$ cat config.mk
export PLATFORM = sky130hd
export DESIGN_NAME = pix_chan_serializer
export DESIGN_NICKNAME = d
export VERILOG_FILES = /design/src/rtl/pix_chan_pkg.sv /design/src/rtl/pix_chan_serializer_onehot_enc.sv /design/src/rtl/pix_chan_serializer.sv
export SDC_FILE = /design/constraint.sdc
export NUM_CORES = 1
export LEC_CHECK = 0
export CAP_MARGIN = 10
export CORE_ASPECT_RATIO = 1.2
export CORE_UTILIZATION = 31
export CTS_CLUSTER_DIAMETER = 30
export DETAILED_ROUTE_END_ITERATION = 10
export PLACE_DENSITY = 0.64
export SYNTH_ARGS = -nofsm -noshare
export SYNTH_HDL_FRONTEND = slang
export SYNTH_SLANG_ARGS = --single-unit
$ cat constraint.sdc
create_clock -name clk -period 2.3 [get_ports clk]
set_input_delay 0.69 -clock clk [delete_from_list [all_inputs] [get_ports clk]]
set_output_delay 0.69 -clock clk [all_outputs]
set_load 0.01 [all_outputs]
$ cat src/rtl/pix_chan_pkg.sv
// Shared definitions for the pixel channel serializer: mode values, FSM
// encoding and the width helper used to size channel indices.
package pix_chan_pkg;

  localparam logic MODE_DIRECT = 1'b0;
  localparam logic MODE_SERIAL = 1'b1;

  typedef enum logic [0:0] {
    ST_IDLE = 1'b0,
    ST_SER  = 1'b1
  } state_t;

  // Ceiling log2, at least 1 so a channel index is never zero bits wide.
  function automatic int clog2(input int n);
    int r;
    r = 1;
    for (int i = 1; i < 31; i++) begin
      if ((32'sd1 <<< i) < n) begin
        r = i + 1;
      end else begin
        r = r;
      end
    end
    return r;
  endfunction

endpackage

$ cat src/rtl/pix_chan_serializer_onehot_enc.sv
// One-hot select decoder: returns the index of the set bit and flags
// patterns with zero or several bits set.
module onehot_enc
  import pix_chan_pkg::*;
#(
  parameter int NCH = 3,
  localparam int CW = clog2(NCH)
) (
  input  logic [NCH-1:0] sel,
  output logic [CW-1:0]  idx,
  output logic           onehot_ok
);

  logic [CW:0]   hits_s;
  logic [CW-1:0] idx_s;

  // Count set bits and remember the position of the highest one.
  always_comb begin
    hits_s = '0;
    idx_s  = '0;
    for (int i = 0; i < NCH; i++) begin
      if (sel[i]) begin
        hits_s = hits_s + {{CW{1'b0}}, 1'b1};
        idx_s  = CW'(i);
      end else begin
        hits_s = hits_s;
        idx_s  = idx_s;
      end
    end
  end

  assign idx       = idx_s;
  assign onehot_ok = (hits_s == {{CW{1'b0}}, 1'b1});

endmodule

$ cat src/rtl/pix_chan_serializer.sv
// Routes one colour channel (DIRECT) or every channel in order (SERIAL) of a
// packed pixel onto a registered byte lane with valid/ready on both sides.
module pix_chan_serializer
  import pix_chan_pkg::*;
#(
  parameter int WIDTH = 8,
  parameter int NCH   = 3,
  localparam int CW   = clog2(NCH)
) (
  input  logic                 clk,
  input  logic                 reset,
  input  logic                 mode,
  input  logic [NCH-1:0]       sel,
  input  logic [NCH*WIDTH-1:0] pix_in,
  input  logic                 pix_valid,
  output logic                 pix_ready,
  output logic [WIDTH-1:0]     mux_out,
  output logic                 out_valid,
  input  logic                 out_ready,
  output logic [CW-1:0]        chan_idx,
  output logic                 last,
  output logic                 sel_err
);

  localparam logic [CW-1:0] LAST_IDX = CW'(NCH - 1);

  state_t               state_r;
  state_t               state_nxt_s;
  logic [NCH*WIDTH-1:0] hold_r;
  logic [WIDTH-1:0]     mux_r;
  logic                 valid_r;
  logic [CW-1:0]        chan_r;
  logic                 last_r;
  logic                 sel_err_r;
  logic                 pix_ready_s;

  logic [WIDTH-1:0]     pix_ch_s  [NCH];
  logic [WIDTH-1:0]     hold_ch_s [NCH];
  logic [CW-1:0]        enc_idx_s;
  logic                 onehot_ok_s;
  logic                 slot_free_s;
  logic                 accept_s;
  logic                 out_hs_s;
  logic                 final_s;
  logic [CW-1:0]        chan_nxt_s;

  for (genvar g = 0; g < NCH; g++) begin : g_split
    assign pix_ch_s[g]  = pix_in[g*WIDTH +: WIDTH];
    assign hold_ch_s[g] = hold_r[g*WIDTH +: WIDTH];
  end

  onehot_enc #(.NCH(NCH)) u_enc (
    .sel       (sel),
    .idx       (enc_idx_s),
    .onehot_ok (onehot_ok_s)
  );

  assign slot_free_s = !valid_r || out_ready;
  assign out_hs_s    = valid_r && out_ready;
  assign final_s     = (chan_r == LAST_IDX);
  assign chan_nxt_s  = chan_r + CW'(1);
  assign accept_s    = pix_valid && pix_ready_s;

  // State register.
  always_ff @(posedge clk or posedge reset) begin
    if (reset) begin
      state_r <= ST_IDLE;
    end else begin
      state_r <= state_nxt_s;
    end
  end

  // Next state: a new pixel decides by its own mode; a serial pixel ends on its final handshake.
  always_comb begin
    state_nxt_s = state_r;
    if (accept_s) begin
      state_nxt_s = (mode == MODE_SERIAL) ? ST_SER : ST_IDLE;
    end else if ((state_r == ST_SER) && out_hs_s && final_s) begin
      state_nxt_s = ST_IDLE;
    end else begin
      state_nxt_s = state_r;
    end
  end

  // Input-side readiness; mid-pixel only the final beat may overlap the next pixel.
  always_comb begin
    pix_ready_s = 1'b0;
    case (state_r)
      ST_IDLE: pix_ready_s = slot_free_s;
      ST_SER:  pix_ready_s = final_s && out_ready;
      default: pix_ready_s = 1'b0;
    endcase
  end

  // Hold register and registered output lane.
  always_ff @(posedge clk or posedge reset) begin
    if (reset) begin
      hold_r    <= '0;
      mux_r     <= '0;
      valid_r   <= 1'b0;
      chan_r    <= '0;
      last_r    <= 1'b0;
      sel_err_r <= 1'b0;
    end else begin
      sel_err_r <= 1'b0;
      if (accept_s) begin
        if (mode == MODE_SERIAL) begin
          hold_r  <= pix_in;
          mux_r   <= pix_ch_s[0];
          chan_r  <= '0;
          last_r  <= 1'b0;
          valid_r <= 1'b1;
        end else if (onehot_ok_s) begin
          mux_r   <= pix_ch_s[enc_idx_s];
          chan_r  <= enc_idx_s;
          last_r  <= 1'b1;
          valid_r <= 1'b1;
        end else begin
          // Bad select: drop the pixel, keep the lane contents, flag it.
          valid_r   <= 1'b0;
          last_r    <= 1'b0;
          sel_err_r <= 1'b1;
        end
      end else if (out_hs_s) begin
        if ((state_r == ST_SER) && !final_s) begin
          chan_r <= chan_nxt_s;
          mux_r  <= hold_ch_s[chan_nxt_s];
          last_r <= (chan_nxt_s == LAST_IDX);
        end else begin
          valid_r <= 1'b0;
        end
      end else begin
        valid_r <= valid_r;
      end
    end
  end

  assign pix_ready = pix_ready_s;
  assign mux_out   = mux_r;
  assign out_valid = valid_r;
  assign chan_idx  = chan_r;
  assign last      = last_r;
  assign sel_err   = sel_err_r;

endmodule

; After elaboration in Yosys (flattened, before gate mapping)
; Index checks and enable logic that the tools add are counted.
[word_totals]
regBits = 38
in_bits = 32
wordCells = 73
[classes]
addsub = 3
order_cmp = 2
eq_ne = 5
n_mux = 37
n_bitwise = 3
reduce_logical = 16
[op_table]
columns = cell, count
row1 = 2-to-1 mux 8 bit, 9
row2 = binary-select mux 8 bit (select 2 bit), 2
row3 = 2-to-1 mux 1 bit, 17
row4 = 2-to-1 mux 2 bit, 6
row5 = ">= comparator 3 bit, second input constant", 2
row6 = logical AND 1 bit, 6
row7 = 2-to-1 mux 3 bit, 2
row8 = NOT 2 -> 3 bit, 2
row9 = AND reduction 2 bit, 3
row10 = nonzero test 2 bit, 3
row11 = "equality test 2 bit, second input constant", 2
row12 = "adder 3 x 1 -> 3 bit, second input constant", 1
row13 = "equality test 3 x 1 -> 1 bit, second input constant", 1
row14 = "!= test 3 bit, second input constant", 1
row15 = AND reduction 3 bit, 1
row16 = "adder 1 x 1 -> 2 bit, second input constant", 1
row17 = "adder 2 x 1 -> 2 bit, second input constant", 1
row18 = zero test 1 bit, 2
row19 = "!= test 2 bit, second input constant", 1
row20 = one-hot mux 1 bit (2 select lines), 1
row21 = logical OR 1 bit, 1
row22 = NOT 1 bit, 1

; Longest topological paths before layout
[logic_depth]
depth_word = 9
mapped_depth = 8
mapped_depth_nobuf = 6

; Hierarchy
; Synthesis repeated with hierarchy kept, for this count alone.
[unflattened]
hier_cells = 197
area_unflattened_um2 = 2296.0
[by_module_without_submodules]
columns = module, n_inst, cells_each, area_per_inst_um2, seq_area_each_um2
row1 = pix_chan_serializer, 1, 188, 2229.6, 950.9
row2 = onehot_enc, 1, 9, 66.3, 0.0

; Worst setup path before layout
; Ideal clock, no wire load.
[synth_path]
path_type = input-to-reg
from = input sel[0]
to = register mux_r[4], in the netlist mux_out[4]
setup_time_ns = 0.123
arrival_time_ns = 1.915
required_ns = 2.177
slack_ns = 0.263
stages = 6
n_path_buf = 0
cell_sequence = inv_1 -> ha_1 -> nor3b_1 -> nor3_1 -> o21ai_1 -> o221a_2
[synth_between]
elab_chain_len = 8
[synth_rtl]
columns = element, line_no
row1 = "start, declared", pix_chan_serializer.sv:13  ; input logic [NCH-1:0] sel,
row2 = 2-to-1 mux 1 bit *, pix_chan_serializer_onehot_enc.sv:22  ; if (sel[i]) begin
row3 = adder 1 x 1 -> 2 bit, pix_chan_serializer_onehot_enc.sv:23  ; hits_s = hits_s + {{CW{1'b0}}, 1'b1};
row4 = 2-to-1 mux 3 bit *, pix_chan_serializer_onehot_enc.sv:22
row5 = adder 3 x 1 -> 3 bit, pix_chan_serializer_onehot_enc.sv:23
row6 = 2-to-1 mux 3 bit *, pix_chan_serializer_onehot_enc.sv:22
row7 = equality test 3 x 1 -> 1 bit *, pix_chan_serializer_onehot_enc.sv:33  ; assign onehot_ok = (hits_s == {{CW{1'b0}}, 1'b1});
row8 = != test 3 bit (no line) *, -
row9 = AND reduction 3 bit (no line) *, -
row10 = "end signal, assigned", pix_chan_serializer.sv:109  ; mux_r <= pix_ch_s[0];
row11 = "end signal, assigned", pix_chan_serializer.sv:114  ; mux_r <= pix_ch_s[enc_idx_s];
row12 = "end signal, assigned", pix_chan_serializer.sv:127  ; mux_r <= hold_ch_s[chan_nxt_s];
row13 = "end, declared", pix_chan_serializer.sv:30  ; logic [WIDTH-1:0] mux_r;
; Mark *: on every way between the ends. The rest lies on a longest branch, timed or not.
; A chain may end at the register's enable or synchronous reset.

; Worst setup path in the final report
[layout_path]
from = input out_ready
to = output pix_ready
[layout_between]
elab_chain_len = 2
[layout_rtl]
columns = element, line_no
row1 = "start, declared", pix_chan_serializer.sv:19  ; input logic out_ready,
row2 = logical AND 1 bit or logical OR 1 bit (tied branches), "pix_chan_serializer.sv:90, pix_chan_serializer.sv:58"
row3 = one-hot mux 1 bit (2 select lines) *, pix_chan_serializer.sv:88  ; case (state_r)
row4 = "end, declared", pix_chan_serializer.sv:16  ; output logic pix_ready,
; Marks and branches as above.

==> key figures <==
CTS
  • Clock transition at path regs: ~0.07 ns
  • CTS tree: done
  • Clock Tree Buf Depth: 2
  • Clock Latency Late Sink: around 0.3 ns
  • H-tree depth: 2
  • TritonCTS Buffers: 5
  • Root Buffer: clkbuf_8
  • Cts hold-fix bufs: 0
  • Clock Sinks: 38

Critical path
  • Critical-path maximum fanout: 3
  • CP Capture Type: output port
  • Worst Path Arrival: 1.54 ns
  • CP Class: input pin to output port
  • Worst R2R Path Depth: 7
  • Reg-to-reg setup timing slack: 0.52 ns
  • Crit Reg-Reg Endpoint: hold_r[22]$_DFFE_PP0P_
  • CP startpoint kind: input pin
  • Worst r2r src: chan_idx[0]$_DFFE_PP0P_
  • Critical Path RT: ~1.6 ns

GRT
  • Grt total ovfl: 0
  • Vias in the first global route: approximately 1.7k
  • Initial antenna violation count: 0
  • GRT Total Usage: 16.24%
  • First-pass GRT wire length: 8790 um
  • Largest net degree at the start of global routing: 39

Final layout
  • FILL cells: 624
  • Post-route cell area: 0.003027 mm2
  • Commonest non-fill, non-tap cell in the layout: clkdlybuf4s50_1
  • ANT cells: 0
  • Final Core Density: 46.66%
  • Commonest non-fill, non-tap cells in the layout: 41 x clkdlybuf4s50_1, 38 x dfrtp_1, 29 x buf_4
  • Nets@finish: 279
  • P&R area growth vs syn: 43.56%
  • Register area: roughly 950 um2
  • Final std cells w/o fill: 329
  • Multi-input logic area: 0.001089 mm2
  • Layout cell share with drive strength beyond 1: 35.66%

Yosys
  • Post-synthesis cell count: 172
  • Post-synth top flop: dfrtp_1
  • Mapped Area: 0.002108 mm2
  • Post-synth top area cell: dfrtp_1
  • Post-synthesis sequential area ratio: between 40% and 50%
  • Share of the synthesized area in the top cell type: 45.10%
  • Largest cells by area after synthesis: dfrtp_1 45%, mux2_4 14%, mux2_2 6.4%
  • Syn_nets: 208
  • Number of flops mapped to enable cells by yosys: 0
  • Average cell area after synthesis: 12.26 um2
  • Synthesized flop and latch total: 38
  • Synth async-reset ratio: 100.0%
  • Yosys warns: 0
  • Yosys cell types: 41

Floorplan
  • Die H: 92.34 um
  • Core box area: 0.006486 mm2
  • Chip Width: 77.28 um
  • FP Rows: 32
  • Die area: between 0.007 and 0.008 mm2
  • Starting Density: 32.50%
  • I/O pin cnt: 46

Worst hold path
  • WHS Endpoint: hold_r[3]$_DFFE_PP0P_
  • Hold Path Class: register to register
  • Hold Path Stages: 1
  • Min-delay src: hold_r[3]$_DFFE_PP0P_

Drt
  • DRC viols: 0
  • Vias per cell: 5.024
  • Routed wire per std cell: about 16 um
  • TritonRoute pass-1 iters: 4
  • Via count: 1653
  • DRT iter0 DRCs: roughly 140
  • Final WL: about 5400 um
  • Antenna Violating Nets Remaining: 0

Place
  • PortBufs: 45
  • Pre-CTS setup slack: -0.4148 ns
  • Post-DP Area: 0.002826 mm2
  • Dpl cells: 320
  • Detailed placer's ending HPWL: 3889 um
  • Routability cong.: 0.7855

Timing
  • Final setup violation count: 0
  • Max Slew Vio Count: 0
  • Final hold vios: 0
  • TNS Setup: 0 ns
  • Fin crit share: 97.01%
  • Worst-Margin Slew: 0.4803 ns
  • Final Worst Setup Slack: 0.06885 ns
  • Clk_skew: 0.01104 ns
  • Shortest period the worst path allows: 2.231 ns
  • Fmax: 448.2 MHz
  • RSZ-0062 raised after global routing: no
  • Rel. slew slack: 67.98%

Outcome
  • Outcome: finished clean

Pwr
  • NetSw: 1.088 mW
  • Peak supply drop: 0.4913 mV
  • Leak: 1.342 nW
  • Reg power frac: 33.4%
  • Int Pwr: 2.464 mW
  • PD cells: 1174 mW/mm2
  • Switching Fraction: 30.63%
  • Gate power share: between 40 and 50%
  • Power share of the clock group: 20.2%

Job
  • Max_cap viols: 0
-- layer usage --
layer	up-vias	GRT usage (%)	part of all wire [%]
met5	-	0	0
met4	0	5.503	1.1
met3	5	3.842	5.4
met2	46	26.70	49
met1	811	20.84	45
li1	791	-	-
-- what timing repair did --
action / 4_1_cts / 5_1_grt
pin swaps: 1 / 2
gates resized for setup: 5 / 11
endpoints found under the setup margin: 9 / 10
setup buffers: 1 / 0
-- kinds of logic (layout without fill, tap and decap cells) --
logic type	after synthesis	count (layout)	share of synthesized area, %
AOI/OAI and AO/OA	40	40	16.62
DFF	38	38	45.10
muxes	34	34	21.60
adders and majority gates	4	4	2.374
and+or+nand+nor	37	37	8.843
buffers and inverters	19	91	5.460
-- worst max-delay path by stage --
stage / startpoint / end / depth (start not counted)
after floorplan: sel[0] / mux_out[4]$_DFFE_PP0P_ / 6
after global placement: out_ready / pix_ready / 4
after detailed placement: out_ready / pix_ready / 4
after CTS: sel[0] / mux_out[3]$_DFFE_PP0P_ / 8
after global routing: out_ready / pix_ready / 4
final: out_ready / pix_ready / 4
-- layout make-up --
type / count / area share, %
flip-flops and latches: 38 / 31.42
multi-input cells: 115 / 35.97
clock buffers: 6 / 2.728
clock inverters: 2 / 1.984
repair buffers: 76 / 23.52
well taps: 85 / 3.514
inverters: 7 / 0.8681
-- critical path: stages --
cell	delay, ns
dlygate4sd2_1	0.25
a21bo_2	0.22
and2_4	0.15
clkdlybuf4s15_1	0.22
-- sequential cells by signal, summed over array words and instances, names as in the netlist --
signal and count:
hold_r 24, mux_out 8, chan_idx 2, last 1, out_valid 1, sel_err 1, state_r 1
-- Yosys cell counts (2+ instances only) --
library cell / instances
a211oi_1: 2
a221o_1: 8
a22oi_1: 3
a32oi_1: 3
and3_1: 2
buf_1: 2
buf_12: 2
buf_2: 3
clkbuf_1: 4
dfrtp_1: 38
ha_1: 4
inv_1: 7
mux2_2: 12
mux2_4: 20
mux2i_1: 2
nand2_1: 15
nand2b_1: 2
nand3_1: 4
nor2_1: 5
nor2b_1: 3
o2111ai_1: 3
o211a_1: 2
o211ai_1: 2
o21ai_0: 2
o221a_2: 4
o311a_1: 3
-- power by group through the flow --
stage               Combinational, mW  Sequential [mW]  Clock [mW]
global route                     1.77             1.23       0.760
finish                           1.65             1.19       0.717
floorplan                       0.972             1.20           0
detailed placement               1.63             1.20           0
global placement                 1.61             1.19           0
CTS                              1.65             1.19       0.723
-- through the flow --
step / total power, mW / hold WS [ns]
after floorplan: 2.170 / 0.4749
after global placement: 2.800 / 0.4877
after detailed placement: 2.827 / 0.4926
after CTS: 3.557 / 0.5132
after global routing: 3.752 / 0.5278
final: 3.552 / 0.5099
No activity file was read; power rests on OpenSTA's default activity.
